===== config.mk =====
export PLATFORM = sky130hd
export DESIGN_NAME = phase_sequencer
export DESIGN_NICKNAME = d
export VERILOG_FILES = /design/src/rtl/phase_seq_pkg.sv /design/src/rtl/phase_sequencer_slot_counter.sv /design/src/rtl/phase_sequencer.sv
export SDC_FILE = /design/constraint.sdc
export NUM_CORES = 1
export LEC_CHECK = 0
export ABC_AREA = 1
export CAP_MARGIN = 0
export CORE_MARGIN = 2
export CORE_UTILIZATION = 50
export CTS_BUF_LIST = sky130_fd_sc_hd__clkbuf_4
export DETAILED_ROUTE_END_ITERATION = 7
export PLACE_DENSITY_LB_ADDON = 0.12
export SYNTH_ARGS = -nofsm -noshare
export SYNTH_HDL_FRONTEND = slang
export SYNTH_SLANG_ARGS = --single-unit

===== constraint.sdc =====
create_clock -name internal_clock -period 1.7 [get_ports internal_clock]
set_input_delay 0.34 -clock internal_clock [delete_from_list [all_inputs] [get_ports internal_clock]]
set_output_delay 0.34 -clock internal_clock [all_outputs]
set_load 0.02 [all_outputs]

===== src/rtl/phase_seq_pkg.sv =====
// Shared definitions for the phase sequencer: state encoding and parameter checks.
package phase_seq_pkg;

  typedef enum logic [2:0] {
    S_INIT      = 3'd0,
    S_RST_PULSE = 3'd1,
    S_RUN       = 3'd2,
    S_HALT      = 3'd3,
    S_STEP      = 3'd4
  } seq_state_e;

  // Legal when every slot length fits in the slot counter and the basic minimums hold.
  function automatic bit params_ok(int np, int ph, int pg, int rc, int cw);
    int mx;
    mx = ph;
    if (pg > mx) mx = pg;
    if (rc > mx) mx = rc;
    return (np >= 2) && (ph >= 1) && (pg >= 0) && (rc >= 1) &&
           (cw >= 1) && (cw < 31) && (mx < (1 << cw));
  endfunction

endpackage


===== src/rtl/phase_sequencer_slot_counter.sv =====
// Slot counter: walks HIGH/GAP slots over all phases of one machine cycle.
// Position describes the cycle currently presented on the phase outputs.
import phase_seq_pkg::*;

module phase_slot_counter #(
  parameter int NUM_PHASES = 2,
  parameter int PHASE_HIGH = 2,
  parameter int PHASE_GAP  = 1,
  parameter int CNT_W      = 8,
  parameter int IDX_W      = $clog2(NUM_PHASES)
) (
  input  logic                  internal_clock,
  input  logic                  reset,
  input  logic                  load,        // jump to first cycle of phase[0]
  input  logic                  advance,     // move to the following cycle
  output logic                  slot_done,   // last cycle of the current HIGH/GAP slot
  output logic                  cycle_done,  // current slot is the last slot of the machine cycle
  output logic [NUM_PHASES-1:0] next_phase   // phase vector of the following cycle
);

  localparam logic             HAS_GAP  = (PHASE_GAP > 0);
  localparam logic [IDX_W-1:0] LAST_IDX = IDX_W'(NUM_PHASES - 1);
  localparam logic [CNT_W-1:0] HIGH_END = CNT_W'(PHASE_HIGH - 1);
  localparam logic [CNT_W-1:0] GAP_END  = HAS_GAP ? CNT_W'(PHASE_GAP - 1) : '0;

  logic [IDX_W-1:0] idx, nxt_idx;
  logic             gap, nxt_gap;
  logic [CNT_W-1:0] cnt, nxt_cnt;

  assign slot_done  = gap ? (cnt == GAP_END) : (cnt == HIGH_END);
  assign cycle_done = (idx == LAST_IDX) && (gap == HAS_GAP);

  // Successor position: HIGH slot -> GAP slot (if any) -> next phase, wrapping.
  always_comb begin
    nxt_idx = idx;
    nxt_gap = gap;
    nxt_cnt = cnt + 1'b1;
    if (slot_done) begin
      nxt_cnt = '0;
      if (!gap && HAS_GAP) begin
        nxt_gap = 1'b1;
      end else begin
        nxt_gap = 1'b0;
        nxt_idx = (idx == LAST_IDX) ? '0 : idx + 1'b1;
      end
    end
  end

  // Decode the successor into a one-hot-or-zero phase vector.
  always_comb begin
    next_phase = '0;
    for (int k = 0; k < NUM_PHASES; k++)
      next_phase[k] = !nxt_gap && (nxt_idx == IDX_W'(k));
  end

  // Position register; load wins over advance, neither means hold.
  always_ff @(posedge internal_clock) begin
    if (!reset || load) begin
      idx <= '0;
      gap <= 1'b0;
      cnt <= '0;
    end else if (advance) begin
      idx <= nxt_idx;
      gap <= nxt_gap;
      cnt <= nxt_cnt;
    end
  end

endmodule


===== src/rtl/phase_sequencer.sv =====
// Phase sequencer top: reset pulse, run/halt/step/restart FSM, freeze, cycle count.
import phase_seq_pkg::*;

module phase_sequencer #(
  parameter int NUM_PHASES   = 2,
  parameter int PHASE_HIGH   = 2,
  parameter int PHASE_GAP    = 1,
  parameter int RESET_CYCLES = 2,
  parameter int CNT_W        = 8
) (
  input  logic                  internal_clock,
  input  logic                  reset,
  input  logic                  controller_enable,
  input  logic                  halted,
  input  logic                  resume,
  input  logic                  step,
  input  logic                  restart,
  output logic [NUM_PHASES-1:0] phase,
  output logic                  cpu_reset,
  output logic                  cpu_enable,
  output logic [2:0]            seq_state,
  output logic [15:0]           mcycle_count
);

  if (!params_ok(NUM_PHASES, PHASE_HIGH, PHASE_GAP, RESET_CYCLES, CNT_W)) begin : g_bad_params
    $error("phase_sequencer: illegal parameter set");
  end

  localparam logic [CNT_W-1:0]      RST_END     = CNT_W'(RESET_CYCLES - 1);
  localparam logic [NUM_PHASES-1:0] FIRST_PHASE = NUM_PHASES'(1);

  seq_state_e                state;
  logic [CNT_W-1:0]          rst_cnt;
  logic [15:0]               mcycle_q;
  logic                      halt_latch;
  logic                      restart_pend;
  logic                      slot_done, cycle_done;
  logic [NUM_PHASES-1:0]     next_phase;
  logic                      slot_load, slot_adv;
  logic                      go_restart, running, mc_end;

  assign seq_state    = state;
  assign mcycle_count = mcycle_q;

  // A restart seen while frozen is held in restart_pend until re-enable.
  assign go_restart = controller_enable && (restart || restart_pend) && (state != S_INIT);
  assign running    = (state == S_RUN) || (state == S_STEP);
  assign mc_end     = running && slot_done && cycle_done;

  phase_slot_counter #(
    .NUM_PHASES (NUM_PHASES),
    .PHASE_HIGH (PHASE_HIGH),
    .PHASE_GAP  (PHASE_GAP),
    .CNT_W      (CNT_W)
  ) u_slot (
    .internal_clock (internal_clock),
    .reset          (reset),
    .load           (slot_load),
    .advance        (slot_adv),
    .slot_done      (slot_done),
    .cycle_done     (cycle_done),
    .next_phase     (next_phase)
  );

  // Counter control: restart to phase[0] whenever a machine cycle (re)starts.
  always_comb begin
    slot_load = 1'b0;
    slot_adv  = 1'b0;
    if (controller_enable && !go_restart) begin
      case (state)
        S_RST_PULSE: slot_load = (rst_cnt == RST_END);
        S_HALT:      slot_load = step || resume;
        S_RUN,
        S_STEP:      if (mc_end) slot_load = 1'b1; else slot_adv = 1'b1;
        default:     slot_load = 1'b0;
      endcase
    end
  end

  // Sequencer FSM with registered outputs; freeze only forces phase low.
  always_ff @(posedge internal_clock) begin
    if (!reset) begin
      state        <= S_INIT;
      phase        <= '0;
      cpu_reset    <= 1'b0;
      cpu_enable   <= 1'b0;
      mcycle_q     <= '0;
      halt_latch   <= 1'b0;
      rst_cnt      <= '0;
      restart_pend <= 1'b0;
    end else if (!controller_enable) begin
      phase <= '0;
      if (restart) restart_pend <= 1'b1;
    end else begin
      restart_pend <= 1'b0;
      if (go_restart) begin
        state      <= S_INIT;
        phase      <= '0;
        cpu_reset  <= 1'b0;
        cpu_enable <= 1'b0;
        halt_latch <= 1'b0;
      end else begin
        case (state)
          S_INIT: begin
            state      <= S_RST_PULSE;
            phase      <= '0;
            cpu_reset  <= 1'b1;
            cpu_enable <= 1'b1;
            rst_cnt    <= '0;
          end
          S_RST_PULSE: begin
            if (rst_cnt == RST_END) begin
              state     <= S_RUN;
              cpu_reset <= 1'b0;
              phase     <= FIRST_PHASE;
            end else begin
              rst_cnt <= rst_cnt + 1'b1;
            end
          end
          S_HALT: begin
            phase <= '0;
            if (step) begin
              state <= S_STEP;
              phase <= FIRST_PHASE;
            end else if (resume) begin
              state <= S_RUN;
              phase <= FIRST_PHASE;
            end
          end
          S_RUN: begin
            if (mc_end) begin
              mcycle_q <= mcycle_q + 16'd1;
              if (halt_latch || halted) begin
                state      <= S_HALT;
                phase      <= '0;
                halt_latch <= 1'b0;
              end else begin
                phase <= FIRST_PHASE;
              end
            end else begin
              phase <= next_phase;
              if (halted) halt_latch <= 1'b1;
            end
          end
          S_STEP: begin
            if (mc_end) begin
              mcycle_q <= mcycle_q + 16'd1;
              state    <= S_HALT;
              phase    <= '0;
            end else begin
              phase <= next_phase;
            end
          end
          default: begin
            state <= S_INIT;
            phase <= '0;
          end
        endcase
      end
    end
  end

endmodule

# --- Yosys cells after proc, flatten, opt, wreduce, memory -nomap -nowiden ---
# Index checks and enable logic that the tools add are counted.
op_classes:
  muxes: 40
  reduce_logical: 33
  bitwise: 4
  eq_ne: 14
  addsub: 4
ops:
  columns: ["cell", "n"]
  rows:
  - ["$mux 1", 23]
  - ["$mux 3", 7]
  - ["$add 16x1->16 const B", 1]
  - ["$add 8x1->8 const B", 2]
  - ["$eq 8x1->1 const B", 2]
  - ["$mux 8", 2]
  - ["$pmux 8 s2", 1]
  - ["$pmux 3 s5", 1]
  - ["$reduce_and 4->1", 3]
  - ["$ne 3x3->1 const B", 3]
  - ["$reduce_bool 3->1", 3]
  - ["$logic_and 1x1->1", 8]
  - ["$logic_not 8->1", 1]
  - ["$pmux 2 s4", 1]
  - ["$eq 3x2->1 const B", 2]
  - ["$mux 2", 3]
  - ["$ne 3x2->1 const B", 2]
  - ["$reduce_and 6->1", 1]
  - ["$reduce_bool 2->1", 3]
  - ["$logic_or 1x1->1", 5]
  - ["$ne 2x2->1 const B", 2]
  - ["$ne 4x4->1 const B", 1]
  - ["$not 1->1", 4]
  - ["$reduce_or 2->1", 2]
  - ["10 further kinds", 12]
totals:
  ff_bits: 43
  out_inout_bits: 23
  input_bits: 7
  word_cells: 106

# --- Longest topological paths before layout ---
# Gate-level depths: netlist of run 1.
logic_depth:
  depth_word: 8
  depth_mapped: 14

# --- Modules after synthesis ---
# Synthesis of run 1 repeated with hierarchy kept, for this count alone.
unflattened:
  hier_cells: 426
  hier_area_um2: 2750.1
by_module_without_submodules:
  columns: ["module", "cells_per_inst", "area_each_um2", "instances"]
  rows:
  - ["phase_sequencer", 333, 2092.0, 1]
  - ["phase_slot_counter", 93, 658.1, 1]

# --- Worst setup path before layout of run 1 ---
# Ideal clock, no wire load.
synth_path:
  path_kind: "reg2reg"
  start: "register u_slot.cnt[0]"
  end: "register u_slot.cnt[5]"
  slack_ns: -0.028
  n_path_buf: 1
  t_arrival_ns: 1.599
  stages_incl_launch_ff: 14
  period_less_slack_ns: 1.728
  cell_sequence: "dfxtp_1 > inv_1 > ha_1 > inv_1 > nand2_1 > nand3_1 > nor2_2 > nand3_2 > nand2_1 > nor2_4 > inv_4 > buf_8 > a21oi_1 > nor2_1"
synth_between:
  elab_chain_len: 8
synth_lines:
  columns: ["element", "line", "text"]
  rows:
  - ["from (decl)", "phase_sequencer_slot_counter.sv:28", "logic [CNT_W-1:0] cnt, nxt_cnt;"]
  - ["from (signal assigned)", "phase_sequencer_slot_counter.sv:65", "cnt <= nxt_cnt;"]
  - ["$eq 8x1->1 / $logic_not 8->1 (equally long branches)", "phase_sequencer_slot_counter.sv:30", "assign slot_done = gap ? (cnt == GAP_END) : (cnt == HIGH_END);"]
  - ["$mux 1", "phase_sequencer_slot_counter.sv:30", null]
  - ["$logic_and 1x1->1 (2 in series)", "phase_sequencer.sv:48", "assign mc_end = running && slot_done && cycle_done;"]
  - ["$mux 1", "phase_sequencer.sv:74", "S_STEP: if (mc_end) slot_load = 1'b1; else slot_adv = 1'b1;"]
  - ["$pmux 1 s3", "phase_sequencer.sv:70", "case (state)"]
  - ["$mux 1", "phase_sequencer.sv:69", "if (controller_enable && !go_restart) begin"]
  - ["$logic_or 1x1->1", "phase_sequencer_slot_counter.sv:58", "if (!reset || load) begin"]
# Several ways; a longest one is shown, not always the timed one.
# A chain may end at the register's enable or synchronous reset.

# --- Final worst setup path of run 1 ---
layout_path:
  start: "register u_slot.cnt[1]"
  end: "register phase[0]"
layout_between:
  elab_chain_len: 7
layout_lines:
  columns: ["element", "line", "text"]
  rows:
  - ["$eq 8x1->1 / $logic_not 8->1 (equally long branches)", "phase_sequencer_slot_counter.sv:30", null]
  - ["$mux 1 *", "phase_sequencer_slot_counter.sv:30", null]
  - ["$mux 1", "phase_sequencer_slot_counter.sv:38", "if (slot_done) begin"]
  - ["$logic_not 1->1 / $not 1->1 (equally long branches)", "phase_sequencer_slot_counter.sv:53", "next_phase[k] = !nxt_gap && (nxt_idx == IDX_W'(k));"]
  - ["$logic_and 1x1->1", "phase_sequencer_slot_counter.sv:53", null]
  - ["$mux 2 (on tied branches)", "phase_sequencer.sv:146, phase_sequencer.sv:131", null]
  - ["$pmux 2 s4 *", "phase_sequencer.sv:103", "case (state)"]
  - ["to (signal assigned)", "phase_sequencer.sv:141", "phase <= next_phase;"]
  - ["to (signal assigned)", "phase_sequencer.sv:151", "phase <= next_phase;"]
  - ["to (decl)", "phase_sequencer.sv:18", "output logic [NUM_PHASES-1:0] phase,"]
# Mark *: on every way between the ends. The rest lies on a longest branch, timed or not.

==> results.md, run 1 <==
- Post-synth top area share: 33.8%
- Peak VDD IR: 668 µV
- CP Launch Type: flip-flop
- Seq. cell area: 868 µm²
- XOR/XNOR share of the synthesized area: 3.43%
- Sum Neg Setup Slack: -0.982 ns
- Setup crit end: phase[0]
- Final count of hold timing violations: 0
- Yosys warnings: 0
- Reg power frac: 31.7%
- WL met1: 2.90 mm
- Layout cell share with drive strength beyond 1: 30.1%
- WS Path Type: reg -> reg
- Net Sw Power: 1.54 mW
- Initial antenna violation count: 0
- CTS tree: built
- CORE AREA: 0.00482 mm²
- Drt total wl: 6.76 mm
- Endpoints failing setup: 23
- Cell accounting for the most synthesized area: dfxtp_1
- Average vias per placed instance: 5.22
- Met3 WL: 340 µm
- H-tree levels: 2
- Distinct cell type count after synthesis: 34
- Final Cycle Share: 109%
- Top Metal Used: met4
- Syn Area/Cell: 6.73 µm²
- Cts bufs inserted: 5
- Worst hold slack: 0.468 ns
- Sw Share: 41.3%
- Multi-input logic area: 0.00167 mm²
- Final ANT Viol Nets: 0
- Crit end category: flip-flop
- Largest net degree at the start of global routing: 15
- Simple-gate share of the synthesized area: 38.3%
- Starting utilization of the core area: 52.9%
- Slew Viols, Final: 0
- Vias in the first global route: 2336
- N_diodes: 0
- Clock Latency Late Sink: 0.37 ns
- Fraction of synthesized area in multiplexers: 0%
- Port bufs: 29
- Peak fanout along the critical path: 3
- Failing checks: negative setup slack
- Max clock buf depth: 2
- Setup ws final: -0.161 ns
- Int Pwr: 2.20 mW
- Leak Pwr: 1.72 nW
- RR Endpoint: phase[0]
- Vias: 2741
- Achievable Freq: 537 MHz
- Seq cells post-synth: 43
- Cell at the slowest stage of the critical path: dfxtp_2
- Worst path arrival time: 2.17 ns
- Power per cell area: 1040 mW/mm²
- Relative slew slack: 72.8%
- Clock Root Buffer: clkbuf_4
- Row count: 25
- Layout area overhead: 41.5%
- Horiz. Die Dim: 75.4 µm
- Worst Hold Class: reg -> reg
- Most used cell, CP: nand2_1
- Post-synth net total: 393
- Worst reg2reg path startpoint: u_slot.cnt[1]
- CTS clk-pin slew, worst paths: 0.13 ns
- Largest family of logic cells by synthesized area: simple AND/OR/NAND/NOR gates
- Number of fillers in the final layout: 389
- Reg2reg path depth: 16
- Post-Syn Instances: 379
- Status: complete, but fails checks
- First-pass GRT wire length: 9.72 mm
- GRT Total Usage: 21.9%
- CP required: 2.01 ns
- Drt pass-1 iters: 5
- Synthesized area: 0.00255 mm²
- Die Ht: 75.4 µm
- Placer Congestion: 0.857
- Worst-margin pin slew: 0.408 ns
- Most common cell after layout, fill and taps aside: nand2_1
- Clock power frac: 17.7%
- Initial drt markers: 133
- Final Skew: 0.0121 ns
- I/O pin count: 30
- Synth Area in Adders: 3.43%
- CP cell instances: inv_4 -> ha_4 -> inv_2 -> nand2_2 -> nand2_2 -> buf_4 -> buf_4 -> inv_2 -> nand3_1 -> nand2_2 -> nand3_1 -> nand2_1 -> nand2_1 -> nand2_1 -> nand2_1 -> a21oi_1
- Flop2flop setup slack: -0.16 ns
- Top post-synthesis cells by area: dfxtp_1 (34%), nand2_1 (12%), nor2_1 (8.1%), inv_1 (7.7%), a21oi_1 (5.5%)
- CP peak stage delay: 0.36 ns
- Worst Setup SP: u_slot.cnt[1]
- RSZ-0062 raised after global routing: yes
- Die area: 0.00569 mm²
- Register area share after synthesis: 33.8%
- Fin nets: 472
- Maxcap violations: 0
- Combinational share of power: 50.7%
- Clk sink count: 43
- Post-synthesis compound-gate area fraction: 11.2%
- Most frequent cells in the layout: nand2_1 (72), nor2_1 (47), inv_1 (45)
- Wirelength per Cell: 12.9 µm
- DR WL met2: 3.39 mm
- Residual DRC: 0
- DPL Wire Length: 4.31 mm
- Overflow after GRT: 0
- Min cycle time layout: 1.86 ns
sequential cells by signal, summed over array words and instances, names as in the netlist:
| signal | cells |
|---|---|
| mcycle_count | 16 |
| rst_cnt | 8 |
| u_slot.cnt | 8 |
| seq_state | 3 |
| phase | 2 |
| cpu_enable | 1 |
| cpu_reset | 1 |
| halt_latch | 1 |
| restart_pend | 1 |
| u_slot.gap | 1 |
| u_slot.idx | 1 |
layer usage:
metal  global-route usage (%)  vias to the layer above
met5                        0                        -
met4                     7.41                        0
met3                     4.37                       17
met2                     39.4                       83
met1                     26.0                     1271
li1                         -                     1370
cells in the mapped netlist, drive strengths merged:
| cell type | count |
|---|---|
| inv | 59 |
| clkbuf | 3 |
| nor2 | 64 |
| ha | 7 |
| xor2 | 6 |
| o21bai | 1 |
| nand2 | 86 |
| a31oi | 1 |
| nand3 | 27 |
| xnor2 | 4 |
| nor3 | 13 |
| nand4 | 9 |
| o21ai | 18 |
| and3 | 2 |
| a21oi | 30 |
| o21a | 1 |
| or2 | 2 |
| nor3b | 1 |
| a211oi | 1 |
| buf | 1 |
| dfxtp | 43 |
stage by stage:
stage               area [µm²]  setup slack (ns)  std cells  power [mW]  util, %
floorplan                 2560           0.00395        379        2.14        -
global placement          3170            -0.331        504        2.66     65.7
detailed placement        3170            -0.391        504        2.67     65.7
CTS                       3360           -0.0895        515        3.43     69.7
global route              3610            -0.271        525        3.95     74.9
finish                    3610            -0.161        525        3.74     74.9
power by group through the flow:
stage	clock network (mW)	logic [mW]	registers, mW
finish	0.661	1.90	1.19
global route	0.712	2.04	1.20
CTS	0.673	1.58	1.17
detailed placement	0	1.48	1.19
global placement	0	1.47	1.19
floorplan	0	0.890	1.25
kinds of logic after synthesis:
kind of cell | Yosys count
compound gates | 52
xor+xnor | 10
fa+ha+maj | 7
buf+inv | 63
flops | 43
simple gates | 204
worst max-delay path: cells and delay by family (launching register included):
| kind | cells | cell delay (ns) |
|---|---|---|
| simple gates | 9 | 0.73 |
| buf+inv | 5 | 0.48 |
| flops | 1 | 0.36 |
| fa+ha+maj | 1 | 0.14 |
| compound gates | 1 | 0.11 |
cell type report:
class / instances / share of cell area, %
clock buffer: 6 / 1.25
clock inverter: 1 / 0.832
inverter: 59 / 6.42
multi-input combinational: 273 / 46.3
sequential: 43 / 24.1
tap: 67 / 2.32
timing repair buffer: 76 / 18.8
how the worst min path moves through the flow:
stage,startpoint,end,slack (ns),depth (start not counted)
floorplan,controller_enable,restart_pend,0.42,1
global placement,mcycle_count[8],mcycle_count[8],0.45,2
detailed placement,cpu_enable,cpu_enable,0.45,2
CTS,cpu_enable,cpu_enable,0.47,2
global route,phase[0],phase[0],0.50,2
finish,cpu_enable,cpu_enable,0.47,2
repair_timing:
action / 4_1_cts / 5_1_grt
resized for setup: 49 / 53
hold endpoints to repair: 0 / 0
setup buffers: 4 / 10
endpoints found under the setup margin: 41 / 44
hold buffers: 0 / 0
pin swaps: 13 / 20
Note: power is estimated with default switching activity, not from simulation.
==> run 2: changes to the inputs <==
--- a/config.mk
+++ b/config.mk
@@ -5,7 +5,6 @@
 export SDC_FILE = /design/constraint.sdc
 export NUM_CORES = 1
 export LEC_CHECK = 0
-export ABC_AREA = 1
 export CAP_MARGIN = 0
 export CORE_MARGIN = 2
 export CORE_UTILIZATION = 50
==> run 2 against run 1 <==
Against the previous run:
- the run still ends with negative setup slack left
- combinational power is 81% lower
- via count is 1.7% lower
- utilization grew 9.4 points
- routed wire length is 19% higher
- die area fell by 7.8%
==> results.md, run 2 <==
- Peak fanout along the critical path: 7 (was 3)
- Async SR Flop Fraction: 0% (unchanged)
- Final Skew: 0.0317 ns (was 0.0121 ns)
- CP required: 1.97 ns (was 2.01 ns)
- Simple-gate share of the synthesized area: 29.5% (was 38.3%)
- Port bufs: 29 (unchanged)
- Initial antenna violation count: 0 (unchanged)
- Overflow after GRT: 0 (unchanged)
- Setup ws final: -0.195 ns (was -0.161 ns)
- Commonest cells in the synthesized netlist: dfxtp_1 (43), nor2_1 (30), nand2_1 (19) (was nand2_1 (82), nor2_1 (55), inv_1 (52))
- Worst Setup SP: u_slot.cnt[5] (was u_slot.cnt[1])
- WS Path Type: reg -> reg (unchanged)
- EDFF count, synth: 0 (unchanged)
- XOR/XNOR share of the synthesized area: 7.86% (was 3.43%)
- Power per cell area: 553 mW/mm² (was 1040 mW/mm²)
- Clock Root Buffer: clkbuf_4 (unchanged)
- Starting utilization of the core area: 52.6% (was 52.9%)
- Post-Syn Instances: 280 (was 379)
- GRT Total Usage: 27.3% (was 21.9%)
- CTS tree: built (unchanged)
- Cts bufs inserted: 5 (unchanged)
- Multi-input logic area: 0.00169 mm² (was 0.00167 mm²)
- Failing checks: negative setup slack (unchanged)
- N_diodes: 0 (unchanged)
- RSZ-0062 raised after global routing: yes (unchanged)
- Final core utilization: 84.3% (was 74.9%)
- DPL Wire Length: 4.58 mm (was 4.31 mm)
- Drt pass-1 iters: 5 (unchanged)
- Layout area overhead: 60.1% (was 41.5%)
- Seq. cell area: 907 µm² (was 868 µm²)
- Sum Neg Setup Slack: -2.52 ns (was -0.982 ns)
- CP Launch Type: flip-flop (unchanged)
- Most common cell after layout, fill and taps aside: buf_4 (was nand2_1)
- Vias in the first global route: 2481 (was 2336)
- Clock Latency Late Sink: 0.38 ns (was 0.37 ns)
- Maxcap violations: 0 (unchanged)
- Worst reg2reg path startpoint: u_slot.cnt[5] (was u_slot.cnt[1])
- I/O pin count: 30 (unchanged)
- Average vias per placed instance: 6.17 (was 5.22)
- Combinational share of power: 17.8% (was 50.7%)
- Wirelength per Cell: 18.4 µm (was 12.9 µm)
- Worst Hold Class: in -> reg (was reg -> reg)
- Worst slack, placed: -0.532 ns (was -0.391 ns)
- Final Cycle Share: 111% (was 109%)
- Row count: 24 (was 25)
- Top delay family on crit path: simple AND/OR/NAND/NOR gates (unchanged)
- Drt total wl: 8.06 mm (was 6.76 mm)
- Leak Pwr: 1.72 nW (about the same)
- H-tree levels: 2 (unchanged)
- CTS clk-pin slew, worst paths: 0.16 ns (was 0.13 ns)
- Fraction of synthesized area in multiplexers: 2.67% (was 0%)
- Fin nets: 398 (was 472)
- Max clock buf depth: 2 (unchanged)
- Top post-synthesis cells by area: dfxtp_1 (37%), nor2_1 (4.8%), xor2_1 (4.5%), ha_1 (3.7%), a21oi_1 (3.6%) (was dfxtp_1 (34%), nand2_1 (12%), nor2_1 (8.1%), inv_1 (7.7%), a21oi_1 (5.5%))
- Initial drt markers: 282 (was 133)
- CP cell instances: nor4_4 -> and4_4 -> nand3_2 -> buf_4 -> o31ai_1 -> a21oi_1 (was inv_4 -> ha_4 -> inv_2 -> nand2_2 -> nand2_2 -> buf_4 -> buf_4 -> inv_2 -> nand3_1 -> nand2_2 -> nand3_1 -> nand2_1 -> nand2_1 -> nand2_1 -> nand2_1 -> a21oi_1)
- Placer Congestion: 0.924 (was 0.857)
- Sw Share: 27.6% (was 41.3%)
- Slew Viols, Final: 0 (unchanged)
- Die Ht: 72.4 µm (was 75.4 µm)
- Min cycle time layout: 1.90 ns (was 1.86 ns)
- Cell at the slowest stage of the critical path: nor4_4 (was dfxtp_2)
- Reg power frac: 49.5% (was 31.7%)
- Seq cells post-synth: 43 (unchanged)
- Synthesized area: 0.00234 mm² (was 0.00255 mm²)
- Die area: 0.00524 mm² (was 0.00569 mm²)
- Yosys warnings: 0 (unchanged)
- Number of fillers in the final layout: 238 (was 389)
- Largest register FFs: 16 (unchanged)
- First-pass GRT wire length: 11.3 mm (was 9.72 mm)
- Main synth FF type: dfxtp_1 (unchanged)
- Cell accounting for the most synthesized area: dfxtp_1 (unchanged)
- Syn Area/Cell: 8.36 µm² (was 6.73 µm²)
- Register area share after synthesis: 36.8% (was 33.8%)
- Clock power frac: 32.7% (was 17.7%)
- Most frequent cells in the layout: buf_4 (70), nor2_1 (29), dfxtp_1 (26) (was nand2_1 (72), nor2_1 (47), inv_1 (45))
- Worst-margin pin slew: 0.374 ns (was 0.408 ns)
- Peak VDD IR: 556 µV (was 668 µV)
- Achievable Freq: 528 MHz (was 537 MHz)
- Final total power: 2.07 mW (was 3.74 mW)
- Endpoints failing setup: 25 (was 23)
- CORE AREA: 0.00444 mm² (was 0.00482 mm²)
- CP peak stage delay: 0.39 ns (was 0.36 ns)
- Crit end category: flip-flop (unchanged)
- Synth Area in Adders: 3.74% (was 3.43%)
- Status: complete, but fails checks (unchanged)
- Clk sink count: 43 (unchanged)
- Hold Crit Start: controller_enable (was cpu_enable)
- Net Sw Power: 572 µW (was 1.54 mW)
- Post-synthesis compound-gate area fraction: 14.6% (was 11.2%)
- Distinct cell type count after synthesis: 50 (was 34)
- Final count of hold timing violations: 0 (unchanged)
- Relative slew slack: 74.8% (was 72.8%)
- Post-synth top area share: 36.8% (was 33.8%)
- Horiz. Die Dim: 72.4 µm (was 75.4 µm)
- Post-synth net total: 294 (was 393)
- Residual DRC: 0 (unchanged)
- Worst path arrival time: 2.16 ns (was 2.17 ns)
- Vias: 2695 (was 2741)
- Most frequent cell after synthesis: dfxtp_1 (was nand2_1)
- CP bufs+invs: 1 (was 5)
- Int Pwr: 1.50 mW (was 2.20 mW)
- Final ANT Viol Nets: 0 (unchanged)
- Largest net degree at the start of global routing: 17 (was 15)
- Layout cell share with drive strength beyond 1: 41.6% (was 30.1%)
- Largest family of logic cells by synthesized area: simple AND/OR/NAND/NOR gates (unchanged)
## run 2: cell count changes after synthesis, sizes merged, moves of 4 or more
| cell | delta |
|---|---|
| xnor2 | +5 |
| or3 | +10 |
| mux2i | +4 |
| nor3 | -4 |
| nor2 | -34 |
| nand3 | -11 |
| nor4 | +6 |
| inv | -48 |
| xor2 | +6 |
| nand2 | -67 |
| buf | +7 |
| and4 | +4 |
| a21oi | -13 |
## run 2: final timing paths
| check | end | slack (ns) | depth (start not counted) |
|---|---|---|---|
| worst max register to register | mcycle_count[15] | -0.20 | 6 |
| worst min register to register | cpu_enable | 0.47 | 2 |
| worst min-delay path | cpu_enable | 0.44 | 4 |
| worst max-delay path | mcycle_count[15] | -0.20 | 6 |
## run 2: logic make-up after synthesis
kind of cell	Yosys count
AOI/OAI and AO/OA	54
xor gates and xnor gates	21
adders and majority gates	7
buffers and inverters	24
DFF	43
muxes	6
and+or+nand+nor	125
## run 2: final cells by class
type                    instances  area share (%)
flip-flops and latches         43            24.2
repair buffers                109            25.5
well taps                      52            1.74
multi-input cells             214            45.2
inverters                      11            1.24
clock buffers                   5            1.00
clock inverters                 3            1.17
## run 2: through the flow
step / area [µm²] / std cells / hold slack (ns)
CTS: 3490 / 430 / 0.474
global route: 3750 / 437 / 0.444
global placement: 3230 / 411 / 0.441
detailed placement: 3230 / 411 / 0.454
floorplan: 2500 / 280 / 0.481
finish: 3750 / 437 / 0.438
## run 2: routing by layer
metal  vias up  track usage (%)  routed length (µm)
met2       139             44.1                3830
met5         -                0                   0
met4         0             10.3                 269
met3        41             4.72                 546
met1      1279             36.5                3410
li1       1236                -                   -
## run 2: timing repair
| action | in CTS | in global routing |
|---|---|---|
| hold endpoints to repair | 0 | 0 |
| hold buffers | 0 | 0 |
| buffers inserted | 11 | 8 |
| gates cloned | 0 | 1 |
| gates resized for setup | 37 | 47 |
| setup endpoints to repair | 46 | 43 |
| pin swaps | 14 | 25 |
## run 2: worst reg2reg max path: stages, from the launching register on
cell and delay (ns):
dfxtp_2 0.35, nor4_4 0.39, and4_4 0.38, nand3_2 0.12, buf_4 0.17, o31ai_1 0.29, a21oi_1 0.12
## run 2: power by group through the flow
stage | registers, mW | logic (mW) | clock network (mW)
floorplan | 1.06 | 0.149 | 0
detailed placement | 1.05 | 0.290 | 0
finish | 1.02 | 0.368 | 0.677
CTS | 1.03 | 0.305 | 0.669
global route | 1.03 | 0.384 | 0.724
global placement | 1.05 | 0.287 | 0
